<file path="config.mk">
export PLATFORM = sky130hd
export DESIGN_NAME = acc_core_mc
export DESIGN_NICKNAME = d
export VERILOG_FILES = /design/src/rtl/acc_core_mc.sv
export SDC_FILE = /design/constraint.sdc
export NUM_CORES = 1
export LEC_CHECK = 0
export BUFFER_PORTS_ARGS = -buffer_cell sky130_fd_sc_hd__buf_2
export CAP_MARGIN = 5
export CORE_UTILIZATION = 25
export CTS_CLUSTER_SIZE = 10
export DETAILED_ROUTE_END_ITERATION = 7
export SLEW_MARGIN = 15
export SYNTH_ARGS = -nofsm -noshare
export SYNTH_HDL_FRONTEND = slang
export SYNTH_SLANG_ARGS = --single-unit
export TNS_END_PERCENT = 20
</file>
<file path="constraint.sdc">
create_clock -name clk -period 8.68 [get_ports clk]
set_input_delay 0.434 -clock clk [delete_from_list [all_inputs] [get_ports clk]]
set_output_delay 0.434 -clock clk [all_outputs]
set_load 0.02 [all_outputs]
</file>
<file path="src/rtl/acc_core_mc.sv">
// acc_core_mc: multicycle accumulator core, two-word instructions,
// NUM_ACC accumulators, C/Z/N flags, req/ack memory port with wait states.
// Ports: clk, reset (async, low), run, mem_req/we/addr/wdata/rdata/ack,
// pc, flags {C,Z,N}, instr_done pulse, dbg_sel -> dbg_acc debug read.
module acc_core_mc #(
  parameter int DATA_W = 8,
  parameter int NUM_ACC = 4,
  parameter int ADDR_W = 11,
  parameter int unsigned RESET_PC = 0,
  localparam int ACC_W = $clog2(NUM_ACC)
) (
  input  logic              clk,
  input  logic              reset,
  input  logic              run,
  output logic              mem_req,
  output logic              mem_we,
  output logic [ADDR_W-1:0] mem_addr,
  output logic [DATA_W-1:0] mem_wdata,
  input  logic [DATA_W-1:0] mem_rdata,
  input  logic              mem_ack,
  output logic [ADDR_W-1:0] pc,
  output logic [2:0]        flags,
  output logic              instr_done,
  input  logic [ACC_W-1:0]  dbg_sel,
  output logic [DATA_W-1:0] dbg_acc
);

  localparam int AH_W = DATA_W - 3 - ACC_W;
  localparam int TG_W = AH_W + DATA_W;

  localparam logic [2:0] OP_LDA = 3'd0;
  localparam logic [2:0] OP_STA = 3'd1;
  localparam logic [2:0] OP_ADD = 3'd2;
  localparam logic [2:0] OP_ADC = 3'd3;
  localparam logic [2:0] OP_SUB = 3'd4;
  localparam logic [2:0] OP_AND = 3'd5;
  localparam logic [2:0] OP_JMP = 3'd6;
  localparam logic [2:0] OP_BZ  = 3'd7;

  typedef enum logic [2:0] {
    IDLE, F0, F1, MRD, MWR, EXE, DONE
  } state_t;

  state_t state, state_n;

  logic [ADDR_W-1:0] pc_q, pc_inc;
  logic [DATA_W-1:0] ir0, ir1, mdr;
  logic [DATA_W-1:0] acc [NUM_ACC];
  logic              c_q, z_q, n_q;

  logic [2:0]        op;
  logic [ACC_W-1:0]  r;
  logic [TG_W-1:0]   tg_ir, tg_f1;
  logic [ADDR_W-1:0] tgt, tgt_f1;
  logic              take, skip;

  logic [DATA_W-1:0] a, res;
  logic [DATA_W:0]   sum;
  logic              c_n;

  assign op = ir0[DATA_W-1 -: 3];
  assign r  = ir0[DATA_W-4 -: ACC_W];

  // In F1 the second word is still on mem_rdata, so jumps
  // resolve from the bus instead of waiting for IR1.
  assign tg_ir  = {ir0[AH_W-1:0], ir1};
  assign tg_f1  = {ir0[AH_W-1:0], mem_rdata};
  assign tgt    = tg_ir[ADDR_W-1:0];
  assign tgt_f1 = tg_f1[ADDR_W-1:0];
  assign pc_inc = pc_q + ADDR_W'(1);

  assign take = (op == OP_JMP) || (op == OP_BZ && z_q);
  assign skip = (op == OP_BZ) && !z_q;

  assign a = acc[r];

  always_comb begin
    res = mdr;
    c_n = c_q;
    sum = '0;
    unique case (op)
      OP_LDA: res = mdr;
      OP_ADD: begin
        sum = {1'b0, a} + {1'b0, mdr};
        res = sum[DATA_W-1:0];
        c_n = sum[DATA_W];
      end
      OP_ADC: begin
        sum = {1'b0, a} + {1'b0, mdr}
            + {{DATA_W{1'b0}}, c_q};
        res = sum[DATA_W-1:0];
        c_n = sum[DATA_W];
      end
      OP_SUB: begin
        sum = {1'b0, a} - {1'b0, mdr};
        res = sum[DATA_W-1:0];
        c_n = ~sum[DATA_W];
      end
      OP_AND: res = a & mdr;
      default: res = mdr;
    endcase
  end

  always_ff @(posedge clk or negedge reset) begin
    if (!reset) state <= IDLE;
    else        state <= state_n;
  end

  always_comb begin
    state_n = state;
    unique case (state)
      IDLE: if (run) state_n = F0;
      F0:   if (mem_ack) state_n = F1;
      F1: if (mem_ack) begin
        unique case (1'b1)
          take, skip:     state_n = DONE;
          (op == OP_STA): state_n = MWR;
          default:        state_n = MRD;
        endcase
      end
      MRD:  if (mem_ack) state_n = EXE;
      EXE:  state_n = DONE;
      MWR:  if (mem_ack) state_n = DONE;
      DONE: state_n = run ? F0 : IDLE;
      default: state_n = IDLE;
    endcase
  end

  always_ff @(posedge clk or negedge reset) begin
    if (!reset) begin
      pc_q <= ADDR_W'(RESET_PC);
      ir0  <= '0;
      ir1  <= '0;
      mdr  <= '0;
      c_q  <= 1'b0;
      z_q  <= 1'b0;
      n_q  <= 1'b0;
      for (int i = 0; i < NUM_ACC; i++)
        acc[i] <= '0;
    end else begin
      case (state)
        F0: if (mem_ack) begin
          ir0  <= mem_rdata;
          pc_q <= pc_inc;
        end
        F1: if (mem_ack) begin
          ir1  <= mem_rdata;
          pc_q <= take ? tgt_f1 : pc_inc;
        end
        MRD: if (mem_ack) mdr <= mem_rdata;
        EXE: begin
          acc[r] <= res;
          c_q    <= c_n;
          z_q    <= (res == '0);
          n_q    <= res[DATA_W-1];
        end
        default: ;
      endcase
    end
  end

  assign mem_req = (state == F0) || (state == F1)
                || (state == MRD) || (state == MWR);
  assign mem_we    = (state == MWR);
  assign mem_addr  = (state == F0 || state == F1)
                   ? pc_q : tgt;
  assign mem_wdata = a;

  assign pc         = pc_q;
  assign flags      = {c_q, z_q, n_q};
  assign instr_done = (state == DONE);
  assign dbg_acc    = acc[dbg_sel];

endmodule

</file>
Word-level counts from Yosys, hierarchy flattened
Cells that the tools add are included.
{"block": "op_classes", "bitwise": 4, "eq_ne": 18, "n_addsub": 4, "n_mul": 0, "muxes": 24, "n_div": 0, "magnitude_cmp": 3, "reduce_logical": 19, "shifts": 0}
{"op": "$mux W11", "n": 4}
{"op": "$mux W8", "n": 5}
{"op": "$bmux W8 S2", "n": 2}
{"op": "$bwmux W32", "n": 1}
{"op": "$pmux W8 S4", "n": 1}
{"op": "$pmux W11 S2", "n": 1}
{"op": "$eq A3 B3 Y1 const B", "n": 7}
{"op": "$pmux W3 S7", "n": 1}
{"op": "$demux W8 S2", "n": 1}
{"op": "$mux W3", "n": 5}
{"op": "$eq A3 B2 Y1 const B", "n": 4}
{"op": "$add A11 B1 Y11 const B", "n": 1}
{"op": "$add A8 B8 Y9", "n": 1}
{"op": "$add A9 B1 Y9", "n": 1}
{"op": "$sub A8 B8 Y9", "n": 1}
{"op": "$and A8 B8 Y8", "n": 1}
{"op": "$logic_not A8 Y1", "n": 1}
{"op": "$ne A2 B2 Y1 const B", "n": 4}
{"op": "$reduce_and A2 Y1", "n": 4}
{"op": "$eq A3 B1 Y1 const B", "n": 2}
{"op": "$ge A3 B3 Y1 const B", "n": 2}
{"op": "$not A2 Y3", "n": 2}
{"op": "$pmux W3 S2", "n": 1}
{"op": "$reduce_and A5 Y1", "n": 1}
{"op": "other kinds (13)", "n": 18}
{"block": "totals", "wordCells": 84, "n_memories": 0, "register_bits": 73, "ram_bits": 0, "romBits": 0, "latch_bits": 0, "output_inout_bits": 44}

Logic depth before layout (Yosys ltp)
Gate-level depths: netlist (run 1).
{"block": "logic_depth", "ltp_word": 8, "mapped_depth": 15, "ltp_nobuf": 14}

Worst setup path after synthesis (run 1)
OpenSTA, ideal clock, no wires.
{"block": "synth_path", "path_type": "flip-flop to flip-flop", "start": "register ir0[3]", "end": "register z_q", "path_buffers": 1, "setup_slack_ns": 4.615, "stages_incl_launch_ff": 14, "required_ns": 8.588, "t_arrival_ns": 3.973, "setup_ns": 0.092, "path_cell_list": "dfrtp_1 buf_1 mux4_2 ha_1 fa_1 ha_1 nor4bb_1 o31ai_1 nand3_1 xnor2_1 nand3_1 o311ai_1 or4_1 o31ai_2"}
{"block": "synth_between", "elab_chain_cells": 8, "elab_cells_between_ends": 10}
{"element": "start, declared", "line": "47", "text": "logic [DATA_W-1:0] ir0, ir1, mdr;"}
{"element": "start signal, assigned", "line": "143", "text": "ir0 <= mem_rdata;"}
{"element": "$not A2 Y3 (not written as such) (*)", "line": "75", "text": "assign a = acc[r];"}
{"element": "$bmux W8 S2 (*)", "line": "75"}
{"element": "$mux W8 (not written as such) (*) (2 in series)", "line": "75"}
{"element": "via mem_wdata[0]", "line": "18", "text": "output logic [DATA_W-1:0] mem_wdata,"}
{"element": "$add A8 B8 Y9", "line": "84, 89"}
{"element": "$add A9 B1 Y9", "line": "90", "text": "+ {{DATA_W{1'b0}}, c_q};"}
{"element": "$pmux W8 S4 (*)", "line": "81", "text": "unique case (op)"}
{"element": "$logic_not A8 Y1 (*)", "line": "154", "text": "z_q <= (res == '0);"}
{"element": "end signal, assigned", "line": "154"}
{"element": "end, declared", "line": "49", "text": "logic c_q, z_q, n_q;"}
The timed path passes the listed nets; every way through them passes the cells marked *. The select of a mux whose other input is x is not followed.
A chain may end at the register's enable or synchronous reset.

Final worst setup path (run 1)
{"block": "layout_path", "start": "register ir0[3]", "end": "register z_q"}
{"block": "layout_between", "elab_chain_cells": 8, "elab_cells_between_ends": 10}
{"element": "$not A2 Y3 (not written as such) (*)", "line": "75"}
{"element": "$bmux W8 S2 (*)", "line": "75"}
{"element": "$mux W8 (not written as such) (*) (2 in series)", "line": "75"}
{"element": "$add A8 B8 Y9", "line": "84, 89"}
{"element": "$add A9 B1 Y9", "line": "90"}
{"element": "$pmux W8 S4 (*)", "line": "81"}
{"element": "$logic_not A8 Y1 (*)", "line": "154"}
Every way passes the cells marked *; elsewhere a longest branch is shown, timed or not. The select of a mux whose other input is x is not followed.

==> results.md, run 1 <==
* Starting density of the core at ~25%
* R2R depth at 12
* Sinks on the clock net at 73
* Achievable Freq at 0.233 GHz
* Filler cell count at 2,070
* Final weighted congestion in routability-driven placement at 0.875
* Data required time of the critical path at slightly below 9 ns
* Number of synthesized register bits at between 70 and 80
* Routed length per placed instance at ~16 um
* Worst R2R End: z_q
* Endpoint type of the worst setup path: register
* Clock transition at the registers of the reported paths at around 0.060 ns
* Fin Setup TNS at 0 ns
* Via count of the first global-routing pass at 3,741
* Synth warnings at 0
* Busiest grt layer: met2
* Number of buffers on the longest clock path at 2
* Number of enable-type register cells in the synthesized netlist at 0
* Largest net degree at the start of global routing at 74
* # IOs at 58
* Post-synth ARST share at between 90% and 100%
* Resized cells post-CTS at 0
* Rel. slew slack at 36.4%
* Pin slew with the least headroom to its limit at approximately 0.95 ns
* Buffers added on ports at 57
* Most common library cell in the layout ignoring fill and taps: dfrtp_1
* Post-detailed-placement half-perimeter wirelength at 9480 um
* Global Route met2 Usage at between 20% and 30%
* Category of the worst setup path launch point: register
* Setup slack, reg-to-reg at 4.39 ns
* Ys flop type: dfrtp_1
* First-pass GRT wire length at 20,800 um
* Final clock period utilization by the worst path at 49.4%
* Share of post-route cells with drive strength above 1 at 28.3%
* Number of H-tree levels at 3
* Width of the die at 143 um
* Post-CTS setup buffer count at 0
* Diodes inserted at 0
* Post-Synthesis Cell Area at approximately 4900 um^2
* Setup repair after global routing missed its margin: no
* Post-route ant nets at 0
* Final period demand of the worst path at 4.29 ns
* Die Footprint at 20,300 um^2
* Clock root cell: clkbuf_16
* Worst hold path class: in2async
* Hold-fix buffers at CTS at 0
* Critical setup path kind: reg2reg
* Insertion delay to the later sink of the worst-skew pair at 0.34 ns
* Routed via count at 3,951
* Status: finished, final reports clean
* Top library cells by usage in the layout, fill and taps aside: dfrtp_1 (73), buf_2 (56), mux2_2 (53)
* Final hold violation count at 0
* Final slew viol count at 0
* Portion of the post-synthesis area used by sequential elements at 37.0%
* R2r startpoint: ir0[3]
* Via density per instance at around 4.9
* Area added between synthesis and finish at 15.0%
* Pre-antenna DRT Iters at 5
* Clk_skew at 0.00278 ns
* Number of setup violations in the final report at 0
* Max-Cap Viols at 0
* Overall routed net length at 12,800 um
* Number of standard-cell rows in the floorplan at 51
* Post-Syn Area per Cell at 9.87 um^2
* Number of design-rule violations left by the first detailed-router iteration at 206
* Fraction of met1 tracks used by global routing at 18.5%
* Number of CTS-inserted buffers at 9
* Maximum fanout along the worst path at 13
* Remaining global-route overflow at 0
* Overall Global Routing Usage at 13.3%
* Met3 Use GR at 3.10%
* Net count reported at finish at about 570
* Crit path DAT at about 4.5 ns
* Final routed DRC violation total at 0
* Area inside the core boundary at 19,400 um^2
* Number of library cell types mapped by synthesis at 62
* Count of mapped cells out of synthesis at 500
* Die Height at 143 um
* Syn nets at 535
* Initial antenna violation count at 0
* CTS tree: built
layout make-up:
| type | instances | area, um^2 | area share [%] |
|---|---|---|---|
| clock inverters | 1 | 5.00 | 0.0882 |
| inverters | 21 | 78.8 | 1.39 |
| well taps | 265 | 332 | 5.84 |
| multi-input cells | 372 | 2890 | 50.8 |
| repair buffers | 59 | 303 | 5.33 |
| clock buffers | 12 | 246 | 4.34 |
| flip-flops and latches | 73 | 1830 | 32.2 |
kinds of logic (layout without fill, tap and decap cells):
kind of cell | count (synthesis) | count (layout) | synth area share, %
AOI/OAI and AO/OA | 114 | 114 | 14.5
buffers and inverters | 55 | 93 | 4.56
muxes | 77 | 77 | 21.3
and+or+nand+nor | 146 | 146 | 14.2
xor gates and xnor gates | 14 | 14 | 2.76
adders and majority gates | 21 | 21 | 5.63
DFF | 73 | 73 | 37.0
per-layer routing:
layer / wire length [um] / part of all wire (%) / vias up
met4: 215 / 1.7 / 0
li1: - / - / 1887
met3: 541 / 4.2 / 19
met1: 5990 / 47 / 1957
met2: 6040 / 47 / 88
met5: 0 / 0 / -
critical path, stage by stage (launching register included):
cell and delay (ns):
dfrtp_1 0.77, mux4_2 0.61, ha_1 0.27, fa_1 0.59
ha_1 0.23, nor4bb_1 0.32, o31ai_1 0.13, nand3_1 0.15
xnor2_1 0.09, nand3_1 0.08, o311ai_1 0.21, or4_1 0.58
o31ai_2 0.18
worst max-delay path by stage:
stage                 from  end  slack, ns  cells after the start
finish              ir0[3]  z_q       4.39                     12
global route        ir0[3]  z_q       4.09                     12
CTS                 ir0[3]  z_q       4.39                     12
detailed placement  ir0[3]  z_q       4.39                     12
global placement    ir0[3]  z_q       4.59                     12
floorplan           ir0[3]  z_q       4.61                     13
synthesized netlist by cell type (3+ instances only):
cell,number,share of area [%]
a211oi_1,3,0.46
or3_1,4,0.51
mux2_2,53,12
o22ai_1,5,0.63
o21ai_0,26,2.6
nand3_1,19,1.9
nand4_1,3,0.38
a21oi_1,40,4.1
ha_1,19,4.8
or2_2,3,0.38
clkbuf_1,20,1.5
nor3_1,8,0.81
mux2i_1,5,1.0
buf_2,3,0.30
buf_1,7,0.53
and3_1,5,0.63
inv_1,21,1.6
nand2b_1,6,0.76
o22a_1,3,0.53
o21a_1,5,0.76
nor2_1,39,3.0
nor2b_1,5,0.63
o31ai_1,3,0.46
dfrtp_1,73,37
mux4_2,16,7.3
nand2_1,43,3.3
xnor2_1,9,1.6
buf_4,4,0.61
xor2_1,4,0.71
mux2_4,3,0.91
a31oi_1,5,0.63
through the flow:
| step | setup slack (ns) | hold slack [ns] | util [%] | cells | cell area [um^2] |
|---|---|---|---|---|---|
| 3_3_place_gp | 4.59 | 0.484 | 28.0 | 790 | 5430 |
| 6_report | 4.39 | 0.230 | 29.3 | 803 | 5680 |
| 3_5_place_dp | 4.39 | 0.492 | 28.0 | 790 | 5430 |
| 4_1_cts | 4.39 | 0.287 | 29.3 | 803 | 5680 |
| 2_1_floorplan | 4.61 | 0.138 | - | 500 | 4940 |
| 5_1_grt | 4.09 | 0.316 | 29.3 | 803 | 5680 |
registers in the layout (all words and copies together) (netlist names):
signal,cells
ir1,8
n_q,1
c_q,1
mdr,8
z_q,1
acc,32
ir0,8
state,3
pc,11
Power of run 1 is left out: the tool's default activity adds up to more than one toggle a clock period on the data nets, which glitch-free logic cannot reach.
==> run 2, diff against run 1 <==
==> constraint.sdc (replaced) <==
create_clock -name clk -period 3.5 [get_ports clk]
set_input_delay 0.175 -clock clk [delete_from_list [all_inputs] [get_ports clk]]
set_output_delay 0.175 -clock clk [all_outputs]
set_load 0.02 [all_outputs]
==> results.md, run 2 (same netlist as run 1, synthesis figures left out) <==
* Sinks on the clock net at 73 (unchanged)
* Final period demand of the worst path at 3.50 ns (was 4.29 ns)
* Status: complete, but fails checks (was finished, final reports clean)
* Flip-flop count of the largest register, all copies and words added at 32 (unchanged)
* Number of buffers on the longest clock path at 2 (unchanged)
* Pin slew with the least headroom to its limit at 0.954 ns (was 0.952 ns)
* Violations in the final reports: hold timing
* Worst hold slack across all endpoints at -0.0319 ns (was 0.230 ns)
* Starting density of the core at 25.5% (unchanged)
* Remaining global-route overflow at 0 (unchanged)
* Clock transition at the registers of the reported paths at 0.06 ns (about the same)
* Diodes inserted at 0 (unchanged)
* Number of H-tree levels at 3 (unchanged)
* Setup repair after global routing missed its margin: yes (was no)
* Dominant delay contributor by cell family on the critical path: simple AND/OR/NAND/NOR gates (unchanged)
* Initial antenna violation count at 0 (unchanged)
* Rel. slew slack at 36.4% (about the same)
* Die Footprint at 20,300 um^2 (unchanged)
* Number of setup violations in the final report at 0 (unchanged)
* # IOs at 58 (unchanged)
* Chain of cells forming the critical path: buf_4 -> mux4_2 -> ha_1 -> nor2b_1 -> o2111ai_1 -> and3_1 -> nor3_1 -> o311ai_1 -> o21ai_1 -> or4_4 -> o31ai_4 (was mux4_2 -> ha_1 -> fa_1 -> ha_1 -> nor4bb_1 -> o31ai_1 -> nand3_1 -> xnor2_1 -> nand3_1 -> o311ai_1 -> or4_1 -> o31ai_2)
* Final clock period utilization by the worst path at 100% (was 49.4%)
* Max-Cap Viols at 0 (unchanged)
* Category of the worst setup path launch point: register (unchanged)
* Routed length per placed instance at 16.0 um (was 15.9 um)
* Global Route met2 Usage at 21.8% (was 20.4%)
* Buffers added on ports at 57 (unchanged)
* Endpoint type of the worst setup path: register (unchanged)
* Worst hold path class: in2async (unchanged)
* Crit path DAT at 3.75 ns (was 4.54 ns)
* Area added between synthesis and finish at 23.6% (was 15.0%)
* Crit path buffers/inverters at 1 (was 0)
* Routed via count at 4,037 (was 3,951)
* Clock root cell: clkbuf_16 (unchanged)
* Net count reported at finish at 606 (was 571)
* Final routed DRC violation total at 0 (unchanged)
* Hold-fix buffers at CTS at 0 (unchanged)
* Worst R2R End: z_q (unchanged)
* Post-route ant nets at 0 (unchanged)
* Width of the die at 143 um (unchanged)
* Die Height at 143 um (unchanged)
* CTS tree: built (unchanged)
* R2r startpoint: ir0[3] (unchanged)
* Final hold violation count at 22 (was 0)
* Overall Global Routing Usage at 13.9% (was 13.3%)
* First-pass GRT wire length at 21,500 um (was 20,800 um)
* Most common library cell in the layout ignoring fill and taps: dfrtp_1 (unchanged)
* Largest net degree at the start of global routing at 74 (unchanged)
* Busiest grt layer: met2 (unchanged)
* Final slew viol count at 0 (unchanged)
* Number of CTS-inserted buffers at 9 (unchanged)
* Met3 Use GR at 2.93% (was 3.10%)
* Finished Core Util at 31.4% (was 29.3%)
* Area inside the core boundary at 19,400 um^2 (unchanged)
* Critical path depth at 11 (was 12)
* Number of design-rule violations left by the first detailed-router iteration at 214 (was 206)
* Post-placement cell count at 824 (was 790)
* R2R depth at 11 (was 12)
* Critical path origin: ir0[3] (unchanged)
* Fin Setup TNS at 0 ns (unchanged)
* Top library cells by usage in the layout, fill and taps aside: dfrtp_1 (72), buf_2 (56), mux2_2 (53) (was dfrtp_1 (73), buf_2 (56), mux2_2 (53))
* Overall routed net length at 13,500 um (was 12,800 um)
* Critical setup path kind: reg2reg (unchanged)
* Pre-antenna DRT Iters at 5 (unchanged)
* Clk_skew at 0.00706 ns (was 0.00278 ns)
* Setup slack, reg-to-reg at 0.0007 ns (was 4.39 ns)
* Via density per instance at 4.81 (was 4.92)
* Via count of the first global-routing pass at 3,866 (was 3,741)
* Top register by number of flip-flops: acc (unchanged)
* Fraction of met1 tracks used by global routing at 19.2% (was 18.5%)
* Final weighted congestion in routability-driven placement at 0.951 (was 0.875)
* Crit-path slowest cell: mux4_2 (was dfrtp_1)
* Maximum single-stage delay on the critical path at 0.56 ns (was 0.77 ns)
* Number of standard-cell rows in the floorplan at 51 (unchanged)
* Achievable Freq at 0.286 GHz (was 0.233 GHz)
* Insertion delay to the later sink of the worst-skew pair at 0.34 ns (about the same)
* Data required time of the critical path at 3.75 ns (was 8.93 ns)
* Share of post-route cells with drive strength above 1 at 35.7% (was 28.3%)
* Non-filler cells in the finished layout at 840 (was 803)
* Post-detailed-placement half-perimeter wirelength at 10,100 um (was 9480 um)
* Maximum fanout along the worst path at 4 (was 13)
run 2: timing repair:
item                       CTS  global route
setup endpoints to repair   10            15
hold endpoints to repair     0             0
pin swaps                    0             2
setup buffers                0             1
resized for setup            7             8
run 2: per-stage QoR:
stage	worst slack (ns)	cell area [um^2]
6_report	0.000717	6100
5_1_grt	-0.140	6100
4_1_cts	0.0170	6040
3_5_place_dp	-0.0759	5720
3_3_place_gp	-0.0125	5720
2_1_floorplan	-0.00150	4990
run 2: final cells by class:
type	instances	area, um^2
inverter	21	78.8
multi-input combinational	372	3000
tap	265	332
fill	2011	13300
clock buffer	13	260
timing repair buffer	94	566
clock inverter	2	37.5
sequential	73	1830
run 2: worst max-delay path by stage:
| stage | endpoint |
|---|---|
| CTS | z_q |
| finish | z_q |
| floorplan | z_q |
| global route | z_q |
| detailed placement | acc[30] |
| global placement | acc[30] |
run 2: routing by layer:
layer / share of wire, % / up-vias / routed length [um]
met5: 0 / - / 0
met4: 1.3 / 0 / 178
met3: 3.5 / 12 / 475
met2: 48 / 97 / 6480
met1: 47 / 1967 / 6320
li1: - / 1961 / -
Power of run 2 is left out for the same reason.
